## src/rtl/exc_pkg.sv

```systemverilog
// Shared types and constants for the exception sequencer.
//   exc_state_t : sequencer FSM states
//   exc_cause_t : encoding of the Cause output (0 none, 1 opcode, 2 overflow, 3 div)
//   VEC_*_DFLT  : default handler vector byte addresses
package exc_pkg;

  typedef enum logic [2:0] {
    ST_IDLE  = 3'd0,
    ST_SAVE  = 3'd1,
    ST_FETCH = 3'd2,
    ST_WAIT  = 3'd3,
    ST_LOAD  = 3'd4,
    ST_RET   = 3'd5
  } exc_state_t;

  typedef enum logic [1:0] {
    CAUSE_NONE = 2'd0,
    CAUSE_OPC  = 2'd1,
    CAUSE_OVF  = 2'd2,
    CAUSE_DIV  = 2'd3
  } exc_cause_t;

  localparam logic [7:0] VEC_OPC_DFLT = 8'd253;
  localparam logic [7:0] VEC_OVF_DFLT = 8'd254;
  localparam logic [7:0] VEC_DIV_DFLT = 8'd255;

endpackage

```

## src/rtl/exc_seq.sv

```systemverilog
// Exception sequencer for the multicycle MIPS core.
// On a one-cycle exception request it owns the PC/EPC/address path:
// SAVE (EPC <= PC-4), FETCH + WAIT (vector address on the memory bus),
// LOAD (PC <= vector byte). Eret runs a single RET cycle (PC <= EPC).
// Ports:
//   Clk, Reset (async, active low)
//   ReqOpc/ReqOvf/ReqDiv/Eret : one-cycle request pulses
//   ClrLost                   : clears the sticky ExcLost flag
//   PC, EPC, VecByte          : datapath inputs
//   Busy, Done                : ownership / final-cycle pulse
//   EPCWrite/EpcData, PCWrite/PcData, AddrOvr/VecAddr : path overrides
//   Cause, ExcLost            : status
//   DbgState                  : current FSM state for observation
// Handshake: requests are only accepted while Busy is low; any request seen
// while Busy is high is dropped and recorded in ExcLost.
module exc_seq
  import exc_pkg::*;
#(
  parameter int unsigned MEM_WAIT = 1,
  parameter logic [7:0]  VEC_OPC  = VEC_OPC_DFLT,
  parameter logic [7:0]  VEC_OVF  = VEC_OVF_DFLT,
  parameter logic [7:0]  VEC_DIV  = VEC_DIV_DFLT
) (
  input  logic        Clk,
  input  logic        Reset,
  input  logic        ReqOpc,
  input  logic        ReqOvf,
  input  logic        ReqDiv,
  input  logic        Eret,
  input  logic        ClrLost,
  input  logic [31:0] PC,
  input  logic [31:0] EPC,
  input  logic [7:0]  VecByte,
  output logic        Busy,
  output logic        Done,
  output logic        EPCWrite,
  output logic [31:0] EpcData,
  output logic        PCWrite,
  output logic [31:0] PcData,
  output logic        AddrOvr,
  output logic [31:0] VecAddr,
  output logic [1:0]  Cause,
  output logic        ExcLost,
  output exc_state_t  DbgState
);

  // Counter holds at most MEM_WAIT-1.
  localparam int CW = (MEM_WAIT > 1) ? $clog2(MEM_WAIT) : 1;
  localparam logic [CW-1:0] CNT_LOAD = CW'(MEM_WAIT - 1);

  exc_state_t    state_q, state_d;
  exc_cause_t    cause_q, cause_d;
  logic [CW-1:0] cnt_q, cnt_d;
  logic          lost_q, lost_d;
  logic          any_req;
  logic [7:0]    vec_byte_addr;

  assign any_req = ReqOpc | ReqOvf | ReqDiv;

  always_ff @(posedge Clk or negedge Reset) begin
    if (!Reset) begin
      state_q <= ST_IDLE;
      cause_q <= CAUSE_NONE;
      cnt_q   <= '0;
      lost_q  <= 1'b0;
    end else begin
      state_q <= state_d;
      cause_q <= cause_d;
      cnt_q   <= cnt_d;
      lost_q  <= lost_d;
    end
  end

  // Next state, counter and cause.
  always_comb begin
    state_d = state_q;
    cause_d = cause_q;
    cnt_d   = cnt_q;
    case (state_q)
      ST_IDLE: begin
        if (any_req) begin
          // Exceptions beat a simultaneous Eret; opcode > overflow > div.
          state_d = ST_SAVE;
          if (ReqOpc)      cause_d = CAUSE_OPC;
          else if (ReqOvf) cause_d = CAUSE_OVF;
          else             cause_d = CAUSE_DIV;
        end else if (Eret) begin
          state_d = ST_RET;
        end
      end
      ST_SAVE:  state_d = ST_FETCH;
      ST_FETCH: begin
        state_d = ST_WAIT;
        cnt_d   = CNT_LOAD;
      end
      ST_WAIT: begin
        if (cnt_q == '0) state_d = ST_LOAD;
        else             cnt_d   = cnt_q - 1'b1;
      end
      ST_LOAD:  state_d = ST_IDLE;
      ST_RET:   state_d = ST_IDLE;
      default:  state_d = ST_IDLE;
    endcase
  end

  // Sticky lost flag: a new drop in the same cycle as a clear keeps it set.
  always_comb begin
    lost_d = lost_q & ~ClrLost;
    if ((state_q != ST_IDLE) && (any_req || Eret)) lost_d = 1'b1;
  end

  always_comb begin
    case (cause_q)
      CAUSE_OPC: vec_byte_addr = VEC_OPC;
      CAUSE_OVF: vec_byte_addr = VEC_OVF;
      CAUSE_DIV: vec_byte_addr = VEC_DIV;
      default:   vec_byte_addr = 8'd0;
    endcase
  end

  // Moore outputs; PcData in LOAD passes VecByte straight through.
  always_comb begin
    Busy     = 1'b0;
    Done     = 1'b0;
    EPCWrite = 1'b0;
    EpcData  = 32'd0;
    PCWrite  = 1'b0;
    PcData   = 32'd0;
    AddrOvr  = 1'b0;
    VecAddr  = 32'd0;
    case (state_q)
      ST_SAVE: begin
        Busy     = 1'b1;
        EPCWrite = 1'b1;
        EpcData  = PC - 32'd4;  // wraps: PC=0 gives 0xFFFFFFFC
      end
      ST_FETCH, ST_WAIT: begin
        Busy    = 1'b1;
        AddrOvr = 1'b1;
        VecAddr = {24'd0, vec_byte_addr};
      end
      ST_LOAD: begin
        Busy    = 1'b1;
        AddrOvr = 1'b1;
        VecAddr = {24'd0, vec_byte_addr};
        PCWrite = 1'b1;
        PcData  = {24'd0, VecByte};
        Done    = 1'b1;
      end
      ST_RET: begin
        Busy    = 1'b1;
        PCWrite = 1'b1;
        PcData  = EPC;
        Done    = 1'b1;
      end
      default: ;
    endcase
  end

  assign Cause    = cause_q;
  assign ExcLost  = lost_q;
  assign DbgState = state_q;

endmodule

```

## config.mk

```make
export PLATFORM = sky130hd
export DESIGN_NAME = exc_seq
export DESIGN_NICKNAME = d
export VERILOG_FILES = /design/src/rtl/exc_pkg.sv /design/src/rtl/exc_seq.sv
export SDC_FILE = /design/constraint.sdc
export NUM_CORES = 1
export LEC_CHECK = 0
export BUFFER_PORTS_ARGS = -buffer_cell sky130_fd_sc_hd__buf_2
export CORE_AREA = 2 2 72 74
export DETAILED_ROUTE_END_ITERATION = 10
export DIE_AREA = 0 0 74 76
export PLACE_DENSITY = 0.81
export SLEW_MARGIN = 20
export SYNTH_ARGS = -nofsm -noshare
export SYNTH_HDL_FRONTEND = slang
export SYNTH_SLANG_ARGS = --single-unit
```

## constraint.sdc

```tcl
create_clock -name Clk -period 2.45 [get_ports Clk]
set_input_delay 0.245 -clock Clk [delete_from_list [all_inputs] [get_ports Clk]]
set_output_delay 0.245 -clock Clk [all_outputs]
set_load 0.02 [all_outputs]
```

---- After elaboration in Yosys (flattened, before gate mapping) ----
Index checks and enable logic that the tools add are counted.
cells by class
  add/sub/neg operators ................... 2
  eq/ne operators ......................... 10
  multiplexer cells ....................... 17
  bitwise logic cells ..................... 4
  reduce and logical (&&, ||, !) cells .... 10
operator list
  cell                   number
  $pmux 32 s2            1
  $mux 32                1
  $sub 32x3->32 const B  1
  $pmux 8 s3             1
  $pmux 3 s4             1
  $mux 3                 3
  $mux 8                 1
  $mux 1                 7
  $eq 3x2->1 const B     2
  $eq 3x3->1 const B     2
  $reduce_or 5->1        1
  $eq 2x2->1 const B     2
  $reduce_and 2->1       2
  $eq 3x1->1 const B     1
  $logic_not 3->1        1
  $ne 3x3->1 const B     1
  $reduce_bool 3->1      1
  $reduce_or 3->1        1
  $eq 2x1->1 const B     1
  $mux 2                 1
  $ne 2x2->1 const B     1
  $or 1x1->1             2
  $pmux 1 s2             1
  $reduce_bool 2->1      1
  6 further kinds        6
storage, ports and cells
  register bits ........................... 7
  input bits .............................. 79
  output and inout port bits .............. 107
  logic and storage cells ................. 47

---- Longest topological paths before layout ----
  depth after elaboration ................. 5
  depth in mapped cells ................... 6
  depth with buffers taken out ............ 6

---- Worst setup path after synthesis ----
Ideal clock, no wire load.
  path kind ............................... input to output
  from .................................... in PC[2]
  to ...................................... out EpcData[28]
  data arrival time ....................... 2109 ps
  required time ........................... 2205 ps
  slack ................................... 96 ps
  stages .................................. 6
  buffers on the path ..................... 0
  cell sequence ........................... inv_1 > ha_1 > nor3b_2 > nand3_1 > or4b_2 > a21oi_1
between the ends
  cells in the longest elaborated chain, start to end .. 2
RTL lines
  what             line            RTL
  start, declared  exc_seq.sv:31   input logic [31:0] PC,
  $sub 32x3->32    exc_seq.sv:135  EpcData = PC - 32'd4;
  $mux 32          exc_seq.sv:131  case (state_q)
  end, declared    exc_seq.sv:37   output logic [31:0] EpcData,
No other way between the ends.

---- Final worst setup path ----
  from .................................... in PC[26]
  to ...................................... out EpcData[30]
Same word-level chain as after synthesis.

==> out/qor.yml <==
cells_and_area:
  nets: 482
  diodes: 0
  drive_gt1_share_pct: 49.3
  fin_util_pct: 50.7
  synthToLayoutAreaGrowth_pct: 52.3
  final_common_cell: "buf_2"
  final_cell_mix: "159 x buf_2, 30 x nor2_1, 29 x and2_1"
min_path:
  hold_start: "ClrLost"
  holdCritPathClass: "in -> reg"
  worstHoldEndpoint: "ExcLost"
  min_path_cells: 2
synth:
  syn_area_per_cell_sq_um: 6.79
  synthDominantCellAreaShare_pct: 13.8
  synth_flop_cell: "dfrtp_1"
  yosysWarnings: 0
  synth_area_leader_cell: "buf_4"
  synth_edf_count: 0
  syn_inst: 241
  synthArstFlopShare_pct: 100
  netlist_area_sq_mm: 0.00164
  ys_ff_latch: 6
  synth_cell_types: 42
  ys_seq_area_share_pct: 9.18
  yosys-top-cells-area: "buf_4 14%, and2_1 11%, dfrtp_1 9.2%"
clock_tree:
  cts_sinks: 6
  cts_inserted_buffers: 3
  post_cts.repair.setup_buffers: 0
  cts_buffer_depth: 2
  htree_levels: 1
  cts_tree: "yes"
  root_buffer: "clkbuf_8"
  insertion_delay_ns: 0.22
  clk_pin_slew_ns: 0.04
global_route:
  grt_use_total_pct: 19.2
  gr-total-overflow: 0
  grt_max_degree: 25
  grt_antenna_before_repair: 0
  grt_pass1_wl_mm: 8.94
  grt_pass1_vias: 2067
detailed_routing:
  drcViolationCount: 0
  num_vias: 2233
  wl_per_cell_um: 12.2
  drt.antenna.violating_nets: 0
  drtIter0Drc: 74
  routed_via_density: 4.75
  firstDrtPassIters: 4
  routed_wl_mm: 5.74
setup_path:
  crit_type: "in -> out"
  r2r_slack_ns: 1.03
  endpoint_kind: "output port"
  worstRegToRegCells: 4
  cp_max_fo: 3
  crit_required_ns: 2.20
  arrival_ns: 2.16
  r2r_start: "DbgState[0]"
  startpoint_type: "input pin"
  reg2reg_to: "Cause[1]"
floorplan:
  die_h_um: 76
  initial_core_util_pct: 33.3
  dieWidth_um: 74
  row_count: 26
  core_sq_mm: 0.00491
  pin_count: 186
  die-area_sq_mm: 0.00562
sta:
  fin_crit_ns: 2.41
  max_freq_ghz: 0.415
  hold_viol_final: 0
  fin_tns_setup_ns: 0
  worst_clock_skew_ns: 0.00511
  setup_viol: 0
  slew-limit-headroom_pct: 59.8
  fin_crit_sh_pct: 98.4
  worstMarginPinSlew_ns: 0.599
  fin_ws_ns: 0.0403
  drv_slew: 0
power_and_ir_drop:
  p_leak_nw: 1.37
  p_per_area_mw_per_mm2: 854
  ir_drop_v: 0.000552
  power_mw: 2.13
placement:
  hpwl_mm: 4.84
  port-buffer-count: 161
  pre_cts_ws_ns: 0.0304
  gp_routability_congestion: 0.866
run_status:
  status: "completed"
job:
  max_cap_viol_count: 0
layout make-up:
cell class,count,area [sq um]
Clock buffer,3,41.3
Fill cell,477,2420
Inverter,7,26.3
Multi-Input combinational cell,209,1270
Sequential cell,6,150
Tap cell,70,87.6
Timing Repair Buffer,175,918
worst max-delay path by stage:
stage | start | cells after the start | end
6_report | PC[26] | 6 | EpcData[30]
3_5_place_dp | PC[26] | 6 | EpcData[30]
5_1_grt | PC[26] | 6 | EpcData[30]
2_1_floorplan | PC[2] | 6 | EpcData[28]
4_1_cts | PC[26] | 6 | EpcData[30]
3_3_place_gp | PC[26] | 6 | EpcData[30]
cell usage after synthesis (3+ instances only):
cell type,count
o31ai_1,10
nand2_1,13
nand3_1,4
or2_2,6
mux2i_1,11
clkbuf_1,8
nor3_1,5
a21oi_1,20
o21ai_0,3
inv_1,7
or3_1,4
xor2_1,6
nor2_1,30
nor4_1,5
xnor2_1,4
buf_4,30
or4_1,8
nand4_1,4
and2_1,29
dfrtp_1,6
kinds of logic after synthesis:
logic type / share of synthesized area (%)
simple gates: 44.5
buf+inv: 19.1
compound gates: 13.5
mux: 7.42
xor+xnor: 5.36
flops: 9.18
fa+ha+maj: 0.765
other cells: 0.229
power breakdown:
part | switching (mW) | leakage (nW) | internal, mW
Sequential | 0.0406 | 0.0688 | 0.149
Clock | 0.0415 | 0.0216 | 0.105
Combinational | 1.18 | 1.28 | 0.612
Total | 1.26 | 1.37 | 0.866
routing by layer:
metal  global-route usage (%)  wire length [um]  vias up
met5                        0                 0        -
met1                     19.3              1980     1016
met4                     2.55                 0        0
met3                     3.31               471        0
met2                     39.6              3290      106
li1                         -                 -     1111
repair_timing:
item,CTS,global route
resized for setup,0,4
endpoints found under the hold margin,6,0
hold buffers,1,0
endpoints found under the setup margin,0,2
flip-flops by register name (all words and copies together) (netlist names):
| name | flops |
|---|---|
| DbgState | 3 |
| ExcLost | 1 |
| Cause | 2 |
critical path: stages:
cell and delay, ns:
buf_2 0.11, or4_4 0.55, or4_4 0.44, or4_1 0.51, a21oi_1 0.15, buf_4 0.16
stage by stage:
step	std cells	area (sq um)	hold WS [ns]
floorplan	264	1720	-0.0506
global placement	466	2430	0.0672
detailed placement	466	2430	0.0699
CTS	470	2480	0.199
global route	470	2490	0.197
finish	470	2490	0.214
(Power assumes the default switching activity.)
